==> src/rtl/lift_car_controller.sv <==
// Per-car motion and door sequencer: SCAN-ordered stop service, floor travel timer, door dwell timer.
// Optional door_hold input is compiled in when DOOR_HOLD_EN is defined.
module lift_car_controller #(
    parameter int NUM_FLOORS  = 11,
    parameter int FLOOR_W     = 4,
    parameter int MOVE_CYCLES = 8,
    parameter int DOOR_CYCLES = 16
) (
    input  logic                  clk,
    input  logic                  rst,
    input  logic                  req_valid,
    input  logic [FLOOR_W-1:0]    req_floor,
`ifdef DOOR_HOLD_EN
    input  logic                  door_hold,
`endif
    output logic                  req_err,
    output logic [NUM_FLOORS-1:0] pending,
    output logic [FLOOR_W-1:0]    cur_floor,
    output logic [1:0]            dir,
    output logic                  moving,
    output logic                  door_open,
    output logic                  served,
    output logic [FLOOR_W-1:0]    served_floor,
    output logic [FLOOR_W:0]      liftstate
);

    typedef enum logic [1:0] {IDLE, MOVE, DOOR} state_t;

    localparam logic [1:0] DIR_IDLE = 2'b00;
    localparam logic [1:0] DIR_UP   = 2'b11;
    localparam logic [1:0] DIR_DOWN = 2'b10;

    localparam int TMAX    = (MOVE_CYCLES > DOOR_CYCLES) ? MOVE_CYCLES : DOOR_CYCLES;
    localparam int TIMER_W = $clog2(TMAX);
    localparam logic [TIMER_W-1:0] MOVE_LOAD = TIMER_W'(MOVE_CYCLES - 1);
    localparam logic [TIMER_W-1:0] DOOR_LOAD = TIMER_W'(DOOR_CYCLES - 1);
    localparam logic [FLOOR_W:0]   FLOOR_LIMIT = (FLOOR_W + 1)'(NUM_FLOORS);

    state_t                  state, state_nx;
    logic [TIMER_W-1:0]      timer, timer_nx;
    logic [NUM_FLOORS-1:0]   pending_nx;
    logic [FLOOR_W-1:0]      floor_nx, served_floor_nx;
    logic [1:0]              dir_nx;
    logic                    moving_nx, door_nx, served_nx, err_nx;

    logic                    req_in_range, req_ok, req_here, hold;
    logic [NUM_FLOORS-1:0]   req_bit, cur_bit, arrive_bit, pending_req;
    logic [FLOOR_W-1:0]      step_floor;
    logic                    above_cur, below_cur, ahead_step, here_pending;

`ifdef DOOR_HOLD_EN
    assign hold = door_hold;
`else
    assign hold = 1'b0;
`endif

    assign liftstate = {moving | door_open | (pending != '0), cur_floor};

    // Request decode and SCAN look-ahead relative to the current and next floor
    always_comb begin
        req_in_range = ({1'b0, req_floor} < FLOOR_LIMIT);
        req_ok       = req_valid && req_in_range;
        req_here     = req_ok && (req_floor == cur_floor);
        step_floor   = (dir == DIR_DOWN) ? cur_floor - 1'b1 : cur_floor + 1'b1;
        req_bit      = '0;
        cur_bit      = '0;
        arrive_bit   = '0;
        above_cur    = 1'b0;
        below_cur    = 1'b0;
        ahead_step   = 1'b0;
        for (int i = 0; i < NUM_FLOORS; i++) begin
            req_bit[i]    = req_ok && (req_floor == FLOOR_W'(i));
            cur_bit[i]    = (cur_floor == FLOOR_W'(i));
            arrive_bit[i] = (step_floor == FLOOR_W'(i));
            if (pending[i] && (FLOOR_W'(i) > cur_floor)) above_cur = 1'b1;
            if (pending[i] && (FLOOR_W'(i) < cur_floor)) below_cur = 1'b1;
            if (pending[i] || req_bit[i]) begin
                if (dir == DIR_DOWN) begin
                    if (FLOOR_W'(i) < step_floor) ahead_step = 1'b1;
                end else if (FLOOR_W'(i) > step_floor) begin
                    ahead_step = 1'b1;
                end
            end
        end
        pending_req  = pending | req_bit;
        here_pending = |(pending & cur_bit);
    end

    always_comb begin
        state_nx        = state;
        timer_nx        = timer;
        pending_nx      = pending_req;
        floor_nx        = cur_floor;
        dir_nx          = dir;
        moving_nx       = moving;
        door_nx         = door_open;
        served_nx       = 1'b0;
        served_floor_nx = served_floor;
        err_nx          = req_valid && !req_in_range;
        case (state)
            IDLE: begin
                if (req_here || here_pending) begin
                    pending_nx      = pending_req & ~cur_bit;
                    served_nx       = 1'b1;
                    served_floor_nx = cur_floor;
                    door_nx         = 1'b1;
                    timer_nx        = DOOR_LOAD;
                    state_nx        = DOOR;
                end else if (pending == '0) begin
                    dir_nx = DIR_IDLE;
                end else begin
                    // Keep sweeping the same way while stops remain on that side
                    if (dir == DIR_UP && above_cur)        dir_nx = DIR_UP;
                    else if (dir == DIR_DOWN && below_cur) dir_nx = DIR_DOWN;
                    else if (above_cur)                    dir_nx = DIR_UP;
                    else                                   dir_nx = DIR_DOWN;
                    timer_nx  = MOVE_LOAD;
                    moving_nx = 1'b1;
                    state_nx  = MOVE;
                end
            end
            MOVE: begin
                if (timer != '0) begin
                    timer_nx = timer - 1'b1;
                end else begin
                    floor_nx = step_floor;
                    if ((pending_req & arrive_bit) != '0) begin
                        pending_nx      = pending_req & ~arrive_bit;
                        served_nx       = 1'b1;
                        served_floor_nx = step_floor;
                        timer_nx        = DOOR_LOAD;
                        moving_nx       = 1'b0;
                        door_nx         = 1'b1;
                        state_nx        = DOOR;
                    end else if (ahead_step) begin
                        timer_nx = MOVE_LOAD;
                    end else begin
                        moving_nx = 1'b0;
                        state_nx  = IDLE;
                    end
                end
            end
            DOOR: begin
                if (req_here) begin
                    pending_nx      = pending_req & ~cur_bit;
                    served_nx       = 1'b1;
                    served_floor_nx = cur_floor;
                    timer_nx        = DOOR_LOAD;
                end else if (hold) begin
                    timer_nx = DOOR_LOAD;
                end else if (timer != '0) begin
                    timer_nx = timer - 1'b1;
                end else begin
                    door_nx  = 1'b0;
                    state_nx = IDLE;
                end
            end
            default: begin
                state_nx = IDLE;
            end
        endcase
    end

    always_ff @(posedge clk or negedge rst) begin
        if (!rst) begin
            state        <= IDLE;
            timer        <= '0;
            pending      <= '0;
            cur_floor    <= '0;
            dir          <= DIR_IDLE;
            moving       <= 1'b0;
            door_open    <= 1'b0;
            served       <= 1'b0;
            served_floor <= '0;
            req_err      <= 1'b0;
        end else begin
            state        <= state_nx;
            timer        <= timer_nx;
            pending      <= pending_nx;
            cur_floor    <= floor_nx;
            dir          <= dir_nx;
            moving       <= moving_nx;
            door_open    <= door_nx;
            served       <= served_nx;
            served_floor <= served_floor_nx;
            req_err      <= err_nx;
        end
    end

endmodule

==> config.mk <==
export PLATFORM = sky130hd
export DESIGN_NAME = lift_car_controller
export DESIGN_NICKNAME = d
export VERILOG_FILES = /design/src/rtl/lift_car_controller.sv
export SDC_FILE = /design/constraint.sdc
export NUM_CORES = 1
export LEC_CHECK = 0
export ABC_AREA = 0
export CORE_UTILIZATION = 35
export CTS_CLUSTER_SIZE = 12
export DETAILED_ROUTE_END_ITERATION = 8
export SYNTH_ARGS = -nofsm -noshare
export SYNTH_HDL_FRONTEND = slang
export SYNTH_SLANG_ARGS = --single-unit
==> constraint.sdc <==
create_clock -name clk -period 3.6 [get_ports clk]
set_clock_uncertainty 0.1 [all_clocks]
set_input_delay 0.72 -clock clk [delete_from_list [all_inputs] [get_ports clk]]
set_output_delay 0.72 -clock clk [all_outputs]
set_load 0.02 [all_outputs]
==> impl_metrics.ini, run 1 <==
[die]
start_util_pct = 36.7
ios = 37
die_y_um = 92.4
dieArea_um2 = 8540
rows = 32
die_w_um = 92.4
core_area_um2 = 7810

[global_route]
grt_pass1_wl_um = 16000
grt_pass1_vias = 3073
grt_util_met2_pct = 38.3
met1_usage_pct = 31.8
grt_max_degree = 32
grt_overflow = 0
met3_usage_pct = 4.19
grt_use_total_pct = 24.0
busiest_layer = met2
antenna_found_initial = 0

[yosys]
yosysSeqAreaShare_pct = 27.1
postSynthAreaPerCell_um2 = 7.78
synthCells = 368
synthTopCellsByArea = dfrtp_1 (27%), a21oi_1 (8.2%), o21ai_0 (5.4%)
synth_largest_area_cell = dfrtp_1
synth_edf_count = 0
syn_area_um2 = 2860
ys_warn_count = 0
synthesis.nets = 384
synth_top_area_share_pct = 27.1
synth.distinct_cells = 76
synth_seq_cells = 31
synth_ff_type = dfrtp_1
synth_most_common_cell = a21oi_1
netlist_top_cells_count = a21oi_1 (47), nand2_1 (37), dfrtp_1 (31), o21ai_0 (31), nor2_1 (28)
async_flop_share_pct = 100

[clock_tree]
cts_root_buffer = clkbuf_8
clk_path_buf_depth = 2
cts_made_buffers = 5
cts_hold_buf = 0
numClockSinks = 31
clk_latency_ns = 0.29
cts_tree = built
post_cts_buffers = 0
cts.clk_slew.worst_paths_ns = 0.07
htreeDepth = 2

[timing]
setup_tns_ns = 0
setup_viol_count_final = 0
relSlewSlack_pct = 58.2
worstMarginPinSlew_ns = 0.625
hold_ws_ns = 0.416
finalCriticalPeriod_ns = 3.27
rsz0062_at_grt = false
fmax_mhz = 306
period_share_pct = 90.9
hold_viol = 0
maxSlewViolCount = 0

[worst_setup_path]
endpoint_kind = flip-flop
path_max_fanout = 11
critPathLaunchType = flip-flop
reg2reg_depth = 10
r2r_end = state[0]
r2r-start = cur_floor[1]
required_ns = 3.67
crit_type = flip-flop to flip-flop
cp.arrival_ns = 3.34
rrSetupSlack_ns = 0.33

[detailed_routing]
first_iter_violations = 301
dr.pass1.iters = 5
num_vias = 3226
wl_um = 9910
route.detailed.drc = 0
wire_per_inst_um = 19.1
ant_nets = 0
via_per_inst = 6.23

[cells_and_area]
diodes = 0
design_area_um2 = 3570
multiInputGateArea_um2 = 1900
drive_above_1_share_pct = 15.6
fillCellCount = 812
area_delta_synth_final_pct = 24.6
regArea_um2 = 778
fin_util_pct = 45.7
final_nets = 431

[pwr]
p_total_mw = 4.15
pwr_density_cell_nw_per_um2 = 1160
leakage_nw = 1.46
vdd_ir_drop_max_v = 0.000595

[hold_path]
min_to = served_floor[2]
worstHoldStart = served_floor[2]
hp-class = flip-flop to flip-flop
holdPathStages = 1

[placement]
portBuffers = 36
hpwlAfterDp_um = 7430
postPlaceCellArea_um2 = 3430
place.gp.congestion = 0.930

[status]
outcome = complete, no violations

[flow_run]
maxCapViolCount = 0
cell type report:
type,instances,area share [%]
inverters,12,1.26
flip-flops and latches,31,21.8
repair buffers,65,16.2
multi-input cells,300,53.4
well taps,102,3.58
clock buffers,6,2.04
clock inverters,2,1.68
power breakdown:
| group | switching, mW | total (mW) | internal (mW) |
|---|---|---|---|
| registers | 0.230 | 0.725 | 0.495 |
| logic | 1.75 | 3.00 | 1.25 |
| clock network | 0.148 | 0.425 | 0.277 |
what timing repair did:
action                                  in CTS  in global routing
endpoints found under the setup margin       0                  1
endpoints found under the hold margin        0                  0
gates resized for setup                      0                  2
logic make-up (layout without fill, tap and decap cells):
family,Yosys count,in the layout,share of synthesized area (%)
compound gates,149,149,34.1
mux,5,5,2.10
fa+ha+maj,10,10,4.29
flops,31,31,27.1
simple gates,127,127,23.0
xor+xnor,9,9,3.02
buf+inv,37,85,6.34
worst max path at each step:
| stage | endpoint | depth (start not counted) | startpoint |
|---|---|---|---|
| global placement | served_floor[3] | 10 | req_floor[2] |
| CTS | state[0] | 10 | cur_floor[1] |
| floorplan | served_floor[1] | 13 | cur_floor[1] |
| finish | state[0] | 10 | cur_floor[1] |
| global route | state[0] | 10 | cur_floor[0] |
| detailed placement | served_floor[2] | 9 | req_floor[3] |
layout by cell type, fill, tap and decap left out, types with 4 or more instances in the layout:
master / count
a211oi_1: 4
nor3_1: 10
dfrtp_1: 29
nand2b_1: 5
nand2_1: 37
xnor2_1: 6
clkdlybuf4s50_1: 36
clkbuf_8: 5
nand3b_1: 5
a31oi_1: 14
inv_1: 10
a22oi_1: 4
a21oi_1: 47
nor2b_1: 9
o2111ai_1: 4
o21ai_0: 31
nor2_1: 28
nand3_1: 5
buf_4: 29
ha_1: 9
flip-flops by register name (all words and copies together), names as in the netlist:
register / flops
served_floor: 4
timer: 4
pending: 11
moving: 1
served: 1
req_err: 1
door_open: 1
dir: 2
state: 2
cur_floor: 4
worst max-delay path, stage by stage (launching register included):
cell	delay, ns
dfrtp_2	0.53
inv_1	0.10
ha_1	0.40
nor4_2	0.42
a31oi_1	0.21
a21oi_1	0.22
o32ai_1	0.11
a31oi_1	0.19
nand4_2	0.23
a21oi_1	0.29
mux2_1	0.35
per-stage QoR:
stage,cells,setup WS (ns)
floorplan,368,0.333
global placement,510,0.0994
detailed placement,510,0.0577
CTS,518,0.221
global route,518,0.101
finish,518,0.329
layer usage:
layer	part of all wire, %	up-vias
li1	-	1467
met1	42	1531
met2	45	186
met3	8.6	42
met4	4.0	0
met5	0	-
No activity file was read; power rests on OpenSTA's default activity.
==> run 2, diff against run 1 <==
Settings changed: CTS_CLUSTER_SIZE 12 to unset.
Clock period 3.6 ns to 4.25 ns, I/O delays scaled along.
==> impl_metrics.ini, run 2 (same netlist as run 1, synthesis figures left out) <==
[status]
outcome = complete, no violations

[cells_and_area]
final_common_cell = a21oi_1
diodes = 0
fin_util_pct = 44.3
area_delta_synth_final_pct = 20.9
largest_register_ffs = 11
mostFrequentLayoutCells = a21oi_1 (47), nand2_1 (37), clkdlybuf4s50_1 (36)
final_nets = 417
drive_above_1_share_pct = 12.2
top_register = pending

[timing]
relSlewSlack_pct = 35.4
setup_tns_ns = 0
period_share_pct = 86.1
maxSlewViolCount = 0
fmax_mhz = 273
setup_viol_count_final = 0
rsz0062_at_grt = false
worstMarginPinSlew_ns = 0.970
hold_viol = 0
finalCriticalPeriod_ns = 3.66

[hold_path]
min_to = served_floor[3]
hp-class = flip-flop to flip-flop
holdPathStages = 1
worstHoldStart = served_floor[3]

[clock_tree]
cts.clk_slew.worst_paths_ns = 0.07
numClockSinks = 31
cts_tree = built
post_cts_buffers = 0
clk_path_buf_depth = 2
cts_resized = 0
clk_latency_ns = 0.29
cts_hold_buf = 0
cts_made_buffers = 5
htreeDepth = 2
cts_root_buffer = clkbuf_8

[detailed_routing]
wl_um = 9770
wire_per_inst_um = 19.4
route.detailed.drc = 0
ant_nets = 0
num_vias = 3117
dr.pass1.iters = 5
first_iter_violations = 284
via_per_inst = 6.18

[pwr]
comb_power_share_pct = 71.0
leakage_nw = 1.39
p_sw_share_pct = 52.5
vdd_ir_drop_max_v = 0.000379
p_seq_share_pct = 18.4
p_total_mw = 3.37
pwr-share-clk_pct = 10.6
switchingPower_mw = 1.77
intPower_mw = 1.60
pwr_density_cell_nw_per_um2 = 975

[worst_setup_path]
reg2reg_depth = 10
r2r-start = cur_floor[0]
slowest_stage = clkdlybuf4s50_1
r2r_end = served_floor[2]
endpoint_kind = flip-flop
rrSetupSlack_ns = 0.61
critPathLaunchType = input pin
critPathMaxStageDelay_ns = 0.53
required_ns = 4.32
path_max_fanout = 12
cp.arrival_ns = 3.73
path_cells = clkdlybuf4s50_1 > or2_2 > a21oi_1 > o2111ai_1 > nand3_2 > nor2_2 > a211o_2 > a21oi_2 > mux2_2
crit_type = input pin to flip-flop

[placement]
hpwlAfterDp_um = 7170
portBuffers = 36
place.gp.congestion = 0.957

[die]
die_w_um = 92.4
die_y_um = 92.4
start_util_pct = 36.7
dieArea_um2 = 8540
core_area_um2 = 7810
ios = 37
rows = 32

[global_route]
antenna_found_initial = 0
grt_pass1_wl_um = 15500
grt_use_total_pct = 23.4
grt_max_degree = 32
grt_overflow = 0
grt_pass1_vias = 2903

[flow_run]
maxCapViolCount = 0
==> run 2: per-stage QoR <==
stage | setup slack, ns | std cells | hold WS (ns) | cell area [um2]
6_report | 0.590 | 504 | 0.430 | 3460
5_1_grt | 0.346 | 504 | 0.454 | 3460
4_1_cts | 0.604 | 504 | 0.444 | 3460
3_5_place_dp | 0.312 | 496 | 0.421 | 3330
3_3_place_gp | 0.356 | 496 | 0.422 | 3330
2_1_floorplan | 0.983 | 368 | 0.389 | 2860
==> run 2: final cells by class <==
class	instances	area, um2
well taps	102	128
fillers	793	4350
flip-flops and latches	31	776
multi-input cells	300	1900
inverters	12	45.0
clock buffers	6	72.6
repair buffers	51	473
clock inverters	2	60.1
==> run 2: worst max-delay path, delay by kind of cell <==
kind / cells / cell delay, ns
multiplexers: 1 / 0.40
buffers and inverters: 1 / 0.53
AND/OR/NAND/NOR: 3 / 0.66
AO/OA/AOI/OAI: 4 / 1.30
==> run 2: power groups by stage <==
stage,clock (mW),combinational (mW),sequential (mW)
floorplan,0,1.58,0.654
global placement,0,2.36,0.620
detailed placement,0,2.35,0.616
CTS,0.363,2.36,0.612
global route,0.374,2.59,0.637
finish,0.357,2.39,0.620
==> run 2: worst max path at each step <==
| stage | cells after the start | from | to |
|---|---|---|---|
| detailed placement | 9 | req_floor[3] | served_floor[3] |
| floorplan | 13 | cur_floor[1] | served_floor[1] |
| global placement | 9 | req_floor[3] | served_floor[3] |
| global route | 10 | cur_floor[0] | state[0] |
| finish | 9 | req_floor[3] | served_floor[2] |
| CTS | 9 | req_floor[3] | served_floor[3] |
==> run 2: layer usage <==
layer	share of wire (%)	global-route usage [%]	vias to the layer above
li1	-	-	1447
met2	44	35.6	184
met3	7.9	4.60	45
met1	43	31.4	1441
met5	0	0	-
met4	5.0	11.7	0
